[src/rtl/dmem_arb_pkg.sv]
// Shared types for the data-memory arbiter.
// Optional round-robin policy is selected with DMEM_ARB_RR_EN.
package dmem_arb_pkg;

  typedef enum logic [1:0] {
    ARB   = 2'd0,
    LOCK0 = 2'd1,
    LOCK1 = 2'd2
  } arb_state_t;

  localparam int NPORTS  = 2;
  localparam int DMEM_AW = 8;
  localparam int DMEM_DW = 8;

  typedef struct packed {
    logic               we;
    logic               lock;
    logic [DMEM_AW-1:0] addr;
    logic [DMEM_DW-1:0] wdata;
  } dmem_req_t;

endpackage

[src/rtl/dmem_arb_pick.sv]
// Combinational winner select for the data-memory arbiter.
// DMEM_ARB_RR_EN selects round-robin, otherwise port 0 has fixed priority.
module dmem_arb_pick
  import dmem_arb_pkg::*;
(
  input  logic              req0,
  input  logic              req1,
  input  arb_state_t        state,
`ifdef DMEM_ARB_RR_EN
  input  logic              rrPtr,
`endif
  output logic [NPORTS-1:0] pick
);

  logic favor1;

  always_comb begin
    pick = '0;
`ifdef DMEM_ARB_RR_EN
    favor1 = rrPtr;
`else
    favor1 = 1'b0;
`endif
    unique case (1'b1)
      state == LOCK0: pick[0] = req0;
      state == LOCK1: pick[1] = req1;
      default: begin
        if (req0 && req1) begin
          pick = favor1 ? 2'b10 : 2'b01;
        end else begin
          pick = {req1, req0};
        end
      end
    endcase
  end

endmodule

[src/rtl/dmem_arbiter.sv]
// Two-port arbiter in front of the 256x8 data memory, with lockable ownership.
// Define DMEM_ARB_RR_EN for round-robin arbitration of contested cycles.
module dmem_arbiter
  import dmem_arb_pkg::*;
#(
  parameter int AW = DMEM_AW,
  parameter int DW = DMEM_DW
) (
  input  logic          CLK,
  input  logic          reset,
  input  logic          req0,
  input  logic          we0,
  input  logic          lock0,
  input  logic [AW-1:0] addr0,
  input  logic [DW-1:0] wdata0,
  input  logic          req1,
  input  logic          we1,
  input  logic          lock1,
  input  logic [AW-1:0] addr1,
  input  logic [DW-1:0] wdata1,
  output logic          gnt0,
  output logic          gnt1,
  output logic          rvalid0,
  output logic          rvalid1,
  output logic [DW-1:0] rdata0,
  output logic [DW-1:0] rdata1,
  output logic [AW-1:0] DataAddress,
  output logic          ReadMem,
  output logic          WriteMem,
  output logic [DW-1:0] DataIn,
  input  logic [DW-1:0] DataOut
);

  arb_state_t        state;
  arb_state_t        stateNext;
  logic [NPORTS-1:0] pick;
  dmem_req_t         r0;
  dmem_req_t         r1;
  dmem_req_t         sel;
  logic              rd0;
  logic              rd1;

  assign r0 = '{we: we0, lock: lock0, addr: addr0, wdata: wdata0};
  assign r1 = '{we: we1, lock: lock1, addr: addr1, wdata: wdata1};

`ifdef DMEM_ARB_RR_EN
  logic rrPtr;

  // Pointer names the port favoured in the next contested cycle.
  always_ff @(posedge CLK or posedge reset) begin
    if (reset) begin
      rrPtr <= 1'b0;
    end else if (state == ARB && req0 && req1) begin
      rrPtr <= gnt0;
    end
  end

  dmem_arb_pick uPick (
    .req0  (req0),
    .req1  (req1),
    .state (state),
    .rrPtr (rrPtr),
    .pick  (pick)
  );
`else
  dmem_arb_pick uPick (
    .req0  (req0),
    .req1  (req1),
    .state (state),
    .pick  (pick)
  );
`endif

  assign gnt0 = pick[0] & ~reset;
  assign gnt1 = pick[1] & ~reset;

  always_ff @(posedge CLK or posedge reset) begin
    if (reset) begin
      state <= ARB;
    end else begin
      state <= stateNext;
    end
  end

  always_comb begin
    stateNext = state;
    unique case (1'b1)
      gnt0:    stateNext = r0.lock ? LOCK0 : ARB;
      gnt1:    stateNext = r1.lock ? LOCK1 : ARB;
      default: stateNext = state;
    endcase
  end

  always_comb begin
    sel         = gnt1 ? r1 : r0;
    DataAddress = '0;
    ReadMem     = 1'b0;
    WriteMem    = 1'b0;
    DataIn      = '0;
    if (gnt0 || gnt1) begin
      DataAddress = sel.addr;
      ReadMem     = ~sel.we;
      WriteMem    = sel.we;
      DataIn      = sel.wdata;
    end
  end

  assign rd0 = gnt0 & ~we0;
  assign rd1 = gnt1 & ~we1;

  // DataOut is only sampled under a read grant, so a floating bus never lands here.
  always_ff @(posedge CLK or posedge reset) begin
    if (reset) begin
      rvalid0 <= 1'b0;
      rvalid1 <= 1'b0;
      rdata0  <= '0;
      rdata1  <= '0;
    end else begin
      rvalid0 <= rd0;
      rvalid1 <= rd1;
      if (rd0) rdata0 <= DataOut;
      if (rd1) rdata1 <= DataOut;
    end
  end

endmodule

[config.mk]
export PLATFORM = sky130hd
export DESIGN_NAME = dmem_arbiter
export DESIGN_NICKNAME = d
export VERILOG_FILES = /design/src/rtl/dmem_arb_pkg.sv /design/src/rtl/dmem_arb_pick.sv /design/src/rtl/dmem_arbiter.sv
export SDC_FILE = /design/constraint.sdc
export NUM_CORES = 1
export LEC_CHECK = 0
export BUFFER_PORTS_ARGS = -buffer_cell sky130_fd_sc_hd__clkbuf_2
export CELL_PAD_IN_SITES_DETAIL_PLACEMENT = 1
export CELL_PAD_IN_SITES_GLOBAL_PLACEMENT = 2
export CORE_UTILIZATION = 25
export DETAILED_ROUTE_END_ITERATION = 10
export PLACE_DENSITY_LB_ADDON = 0.12
export SLEW_MARGIN = 30
export SYNTH_ARGS = -nofsm -noshare
export SYNTH_HDL_FRONTEND = slang
export SYNTH_SLANG_ARGS = --single-unit
[constraint.sdc]
create_clock -name CLK -period 5.8 [get_ports CLK]
set_clock_uncertainty 0.15 [all_clocks]
set_input_delay 1.16 -clock CLK [delete_from_list [all_inputs] [get_ports CLK]]
set_output_delay 1.16 -clock CLK [all_outputs]
set_load 0.02 [all_outputs]
==> results of run 1 <==
[sequential cells by signal (all words and copies together) (netlist names)]
signal   cells
rdata0       8
rdata1       8
state        2
rvalid0      1
rvalid1      1
[logic make-up after synthesis]
kind of cell | synth area share, %
fa+ha+maj | 2.04
compound gates | 4.48
flops | 40.8
buf+inv | 5.30
simple gates | 13.9
mux | 33.5
[synth_stat cells]
cell,n,area share (%)
o21ai_0,2,0.82
mux2_4,8,9.8
clkbuf_1,4,1.2
nand2b_1,1,0.51
or3_1,1,0.51
o21ai_1,1,0.41
inv_1,7,2.1
buf_6,1,0.92
mux2i_1,1,0.82
o2111ai_4,1,2.1
dfrtp_1,20,41
nand3b_1,1,0.61
buf_2,1,0.41
a21oi_1,1,0.41
nand2_1,1,0.31
buf_4,1,0.61
nor2_1,3,0.92
nor3b_1,18,11
ha_1,2,2.0
mux2_2,25,23
o2111ai_1,1,0.71
[per-layer routing]
layer / vias to the layer above / track usage [%] / routed length, um
met2: 56 / 23.4 / 1570
li1: 525 / - / -
met1: 510 / 12.9 / 1180
met4: 0 / 5.45 / 31
met5: - / 0 / 0
met3: 2 / 3.19 / 271
[power breakdown]
| group | switching (mW) | internal (mW) |
|---|---|---|
| clock | 0.0434 | 0.0603 |
| combinational | 0.247 | 0.188 |
| sequential | 0.0333 | 0.203 |
[how the worst max path moves through the flow]
stage	start	endpoint
after floorplan	reset	ReadMem
after CTS	reset	DataIn[1]
final	reset	DataAddress[4]
after detailed placement	reset	DataIn[1]
after global routing	reset	ReadMem
after global placement	reset	ReadMem
[layout make-up]
| class | count | area (um2) | share of cell area [%] |
|---|---|---|---|
| Sequential cell | 20 | 500 | 28.4 |
| Timing Repair Buffer | 86 | 433 | 24.6 |
| Tap cell | 67 | 83.8 | 4.76 |
| Multi-Input combinational cell | 67 | 662 | 37.6 |
| Inverter | 7 | 26.3 | 1.49 |
| Clock buffer | 4 | 55.1 | 3.13 |
[metrics by stage]
| step | worst slack (ns) | instance area [um2] | power, mW | hold slack, ns |
|---|---|---|---|---|
| 5_1_grt | 1.03 | 1760 | 0.830 | 0.374 |
| 4_1_cts | 1.38 | 1760 | 0.789 | 0.365 |
| 2_1_floorplan | 1.90 | 1230 | 0.545 | 0.390 |
| 6_report | 1.38 | 1760 | 0.775 | 0.360 |
| 3_3_place_gp | 1.51 | 1710 | 0.675 | 0.338 |
| 3_5_place_dp | 1.40 | 1710 | 0.684 | 0.348 |
==> results_dict.tcl, run 1 <==
set metrics [dict create \
    postCtsHoldBufs 0 \
    start_util_pct 26.0 \
    status "completed" \
    vias 1093 \
    max_stage_delay_ns 0.64 \
    fmax_mhz 226 \
    hold_path.class "flop to flop" \
    drtPass1Iterations 3 \
    tightest_slew_ns 0.811 \
    layout-drive-gt1-share_pct 67.4 \
    powerDensity_mw_per_mm2 440 \
    wl_per_cell_um 12.2 \
    clkTransAtPathRegs_ns 0.07 \
    min_from "rdata1[6]$_DFFE_PP0P_" \
    postCtsSetupBuffers 0 \
    leakage_nw 0.954 \
    netlist-cell-type-count 21 \
    ant_nets 0 \
    worstSetupEndpointType "output pin" \
    cts_max_level 1 \
    clockBufferDepth 2 \
    required_ns 4.49 \
    track_usage_pct 12.4 \
    final_cell_mix "clkbuf_2, mux2_2, dfrtp_1, nor3b_1, mux2_4" \
    cp_cell_sequence "clkbuf_2, clkinv_1, o2111ai_4, mux2_2, clkbuf_2" \
    grt_pass1_vias 1169 \
    reg2reg_to "rdata0[5]$_DFFE_PP0P_" \
    yosysSeqAreaShare_pct 40.8 \
    antennaDiodeCount 0 \
    yosysWarningCount 0 \
    ios 86 \
    syn_area_mm2 0.00123 \
    crit_buf_inv 3 \
    synth_nets 151 \
    drv_slew 0 \
    cp_slowest_cell "o2111ai_4" \
    fp.dieW_um 72.1 \
    cp.depth 5 \
    overflow 0 \
    postSynthAreaPerCell_um2 12.2 \
    viasPerCell 4.35 \
    critPathArrivalTime_ns 3.11 \
    drv_cap 0 \
    port_buffers 85 \
    grt_pass1_wl_mm 5.09 \
    yosys_register_bits 20 \
    cts-resized-gates 0 \
    critPathMostFrequentCell "clkbuf_2" \
    reg2reg_slack_ns 3.68 \
    antenna_found_initial 0 \
    n_fill_cell 556 \
    cts_root_buf "clkbuf_8" \
    post-route-util_pct 37.3 \
    r2r-start "state[1]$_DFFE_PP0P_" \
    synthCells 101 \
    fin_setup_tns_ns 0 \
    finalSetupViolations 0 \
    crit_fanout 22 \
    cts_tree "done" \
    drc 0 \
    hold_viol_final 0 \
    fin_crit_sh_pct 76.2 \
    hpwl_mm 2.44 \
    fin_cells 251 \
    grt_max_degree 23 \
    layout_commonest_cell "clkbuf_2" \
    cp-start-kind "input port" \
    cpLargestDelayFamily "buffers and inverters" \
    slew_headroom_pct 45.6 \
    cts_sinks 20 \
    die_area_mm2 0.00519 \
    drt-total-wl_mm 3.06 \
    std_cell_rows 25 \
    path_class "input port to output pin" \
    rsz0062_at_grt "false" \
    whs_path_depth 1 \
    insertion_delay_ns 0.25 \
    hold_end "rdata1[6]$_DFFE_PP0P_" \
    drtIter0Drc 32 \
    area_delta_synth_final_pct 43.4 \
    r2r_cells 4 \
    cts_made_buffers 3 \
    place_inst 247 \
    die_y_um 72.1 \
    vdd_drop_max_v 0.0000920 \
    fin_nets 235 \
    core_area_mm2 0.00472 \
    fin_crit_ns 4.42 \
    place.gp.congestion 0.721 \
]
(Power assumes the default switching activity.)
==> run 2: changes to the inputs <==
--- a/config.mk
+++ b/config.mk
@@ -8,7 +8,7 @@
 export BUFFER_PORTS_ARGS = -buffer_cell sky130_fd_sc_hd__clkbuf_2
 export CELL_PAD_IN_SITES_DETAIL_PLACEMENT = 1
 export CELL_PAD_IN_SITES_GLOBAL_PLACEMENT = 2
-export CORE_UTILIZATION = 25
+export CORE_UTILIZATION = 23
 export DETAILED_ROUTE_END_ITERATION = 10
 export PLACE_DENSITY_LB_ADDON = 0.12
 export SLEW_MARGIN = 30
==> constraint.sdc (replaced) <==
create_clock -name CLK -period 4.5 [get_ports CLK]
set_clock_uncertainty 0.15 [all_clocks]
set_input_delay 0.9 -clock CLK [delete_from_list [all_inputs] [get_ports CLK]]
set_output_delay 0.9 -clock CLK [all_outputs]
set_load 0.02 [all_outputs]
==> run 2 against run 1 <==
Against the previous run: utilization down 2.4 points; critical path depth up 2; via count down 0.73%; design area up 1.1%; routed wire length up 5.7%; worst setup slack worse by 0.30 ns; die area up 8.4%; non-clock buffer count up 2; highest routed layer unchanged; worst hold slack worse by 0.0025 ns; global-route usage down 0.57 points; total power up 30%.
==> results_dict.tcl, run 2 (same netlist as run 1, synthesis figures left out) <==
set metrics [dict create \
    overflow 0 \
    ios 86 \
    hold_path.class "flop to flop" \
    cts_tree "done" \
    postCtsSetupBuffers 0 \
    track_usage_pct 11.8 \
    drv_slew 0 \
    core_area_mm2 0.00511 \
    tightest_slew_ns 0.655 \
    path_class "flop to output pin" \
    fin_nets 237 \
    seq_area_um2 500 \
    cpLargestDelayFamily "simple AND/OR/NAND/NOR gates" \
    powerDensity_mw_per_mm2 565 \
    finalSetupViolations 0 \
    cp-start-kind "flop" \
    fmax_mhz 293 \
    leakage_nw 0.967 \
    die_y_um 75.1 \
    layout-drive-gt1-share_pct 67.7 \
    postCtsHoldBufs 0 \
    multi_input_comb_area_um2 662 \
    layout_commonest_cell "clkbuf_2" \
    cp_cell_sequence "inv_1, ha_1, nor2_1, buf_4, or3_1, o21ai_1, clkbuf_2" \
    cts_root_buf "clkbuf_8" \
    vias 1085 \
    std_cell_rows 26 \
    fin_area_mm2 0.00178 \
    worstSetupEndpointType "output pin" \
    status "completed" \
    fp.dieW_um 75.1 \
    drtPass1Iterations 2 \
    post-route-util_pct 34.8 \
    total_power_mw 1.00 \
    grt_max_degree 23 \
    die_area_mm2 0.00563 \
    insertion_delay_ns 0.25 \
    cp_slowest_cell "or3_1" \
    hold_viol_final 0 \
    slew_headroom_pct 56.3 \
    wl_per_cell_um 12.6 \
    place.gp.congestion 0.732 \
    fin_setup_tns_ns 0 \
    vdd_drop_max_v 0.000160 \
    critPathArrivalTime_ns 2.36 \
    viasPerCell 4.24 \
    n_fill_cell 619 \
    crit_buf_inv 3 \
    max_stage_delay_ns 0.60 \
    final_cell_mix "clkbuf_2, mux2_2, dfrtp_1, nor3b_1, mux2_4" \
    required_ns 3.45 \
    reg_top3 "rdata0: 8 flops, rdata1: 8 flops, state: 2 flops" \
    clkTransAtPathRegs_ns 0.07 \
    cts_max_level 1 \
    drv_cap 0 \
    rsz0062_at_grt "false" \
    drt-total-wl_mm 3.23 \
    antennaDiodeCount 0 \
    antenna_found_initial 0 \
    area_delta_synth_final_pct 45.0 \
    clockBufferDepth 2 \
    placed_area_mm2 0.00172 \
    fin_crit_sh_pct 75.9 \
    drc 0 \
    port_buffers 85 \
    drtIter0Drc 38 \
    ant_nets 0 \
    cts_made_buffers 3 \
    grt_pass1_wl_mm 5.13 \
    hpwl_mm 2.62 \
    grt_pass1_vias 1104 \
    crit_fanout 21 \
    cts-resized-gates 0 \
    fin_crit_ns 3.41 \
    start_util_pct 24.0 \
    cts_sinks 20 \
]
[run 2: per-stage QoR]
| step | hold WS (ns) | worst slack, ns | std cells |
|---|---|---|---|
| 2_1_floorplan | 0.390 | 1.12 | 101 |
| 3_3_place_gp | 0.337 | 1.16 | 252 |
| 6_report | 0.357 | 1.09 | 256 |
| 3_5_place_dp | 0.343 | 1.10 | 252 |
| 4_1_cts | 0.360 | 1.04 | 256 |
| 5_1_grt | 0.369 | 0.939 | 256 |
[run 2: power breakdown]
group          leakage, nW  internal [mW]  switching [mW]
Sequential           0.244          0.262          0.0439
Combinational        0.694          0.244           0.325
Clock               0.0288         0.0776          0.0529
Total                0.967          0.583           0.422
[run 2: layout make-up]
| class | instances | share of cell area (%) |
|---|---|---|
| multi-input cells | 67 | 37.2 |
| repair buffers | 88 | 25.2 |
| flip-flops and latches | 20 | 28.1 |
| clock buffers | 4 | 3.09 |
| well taps | 70 | 4.92 |
| inverters | 7 | 1.48 |
[run 2: worst paths after layout]
kind	start	endpoint	slack [ns]	cells after the start
setup / recovery	state[0]$_DFFE_PP0P_	ReadMem	1.09	7
hold / removal	rdata1[6]$_DFFE_PP0P_	rdata1[6]$_DFFE_PP0P_	0.36	1
setup reg to reg	state[0]$_DFFE_PP0P_	rdata0[4]$_DFFE_PP0P_	2.15	6
hold reg to reg	rdata1[6]$_DFFE_PP0P_	rdata1[6]$_DFFE_PP0P_	0.36	1
max in group asynchronous	reset	rdata0[6]$_DFFE_PP0P_	3.44	3
min in group asynchronous	reset	rdata1[7]$_DFFE_PP0P_	0.54	3
[run 2: metal layers]
metal / vias up / wire (um) / GRT usage, %
li1: 527 / - / -
met1: 502 / 1320 / 13.3
met2: 54 / 1620 / 22.2
met3: 2 / 264 / 2.41
met4: 0 / 27 / 3.77
met5: - / 0 / 0
[run 2: worst register-to-register path: cells and delay by family (launching register included)]
family / cells / cell delay [ns]
mux: 1 / 0.40
simple gates: 2 / 0.67
buf+inv: 2 / 0.26
flops: 1 / 0.37
fa+ha+maj: 1 / 0.39
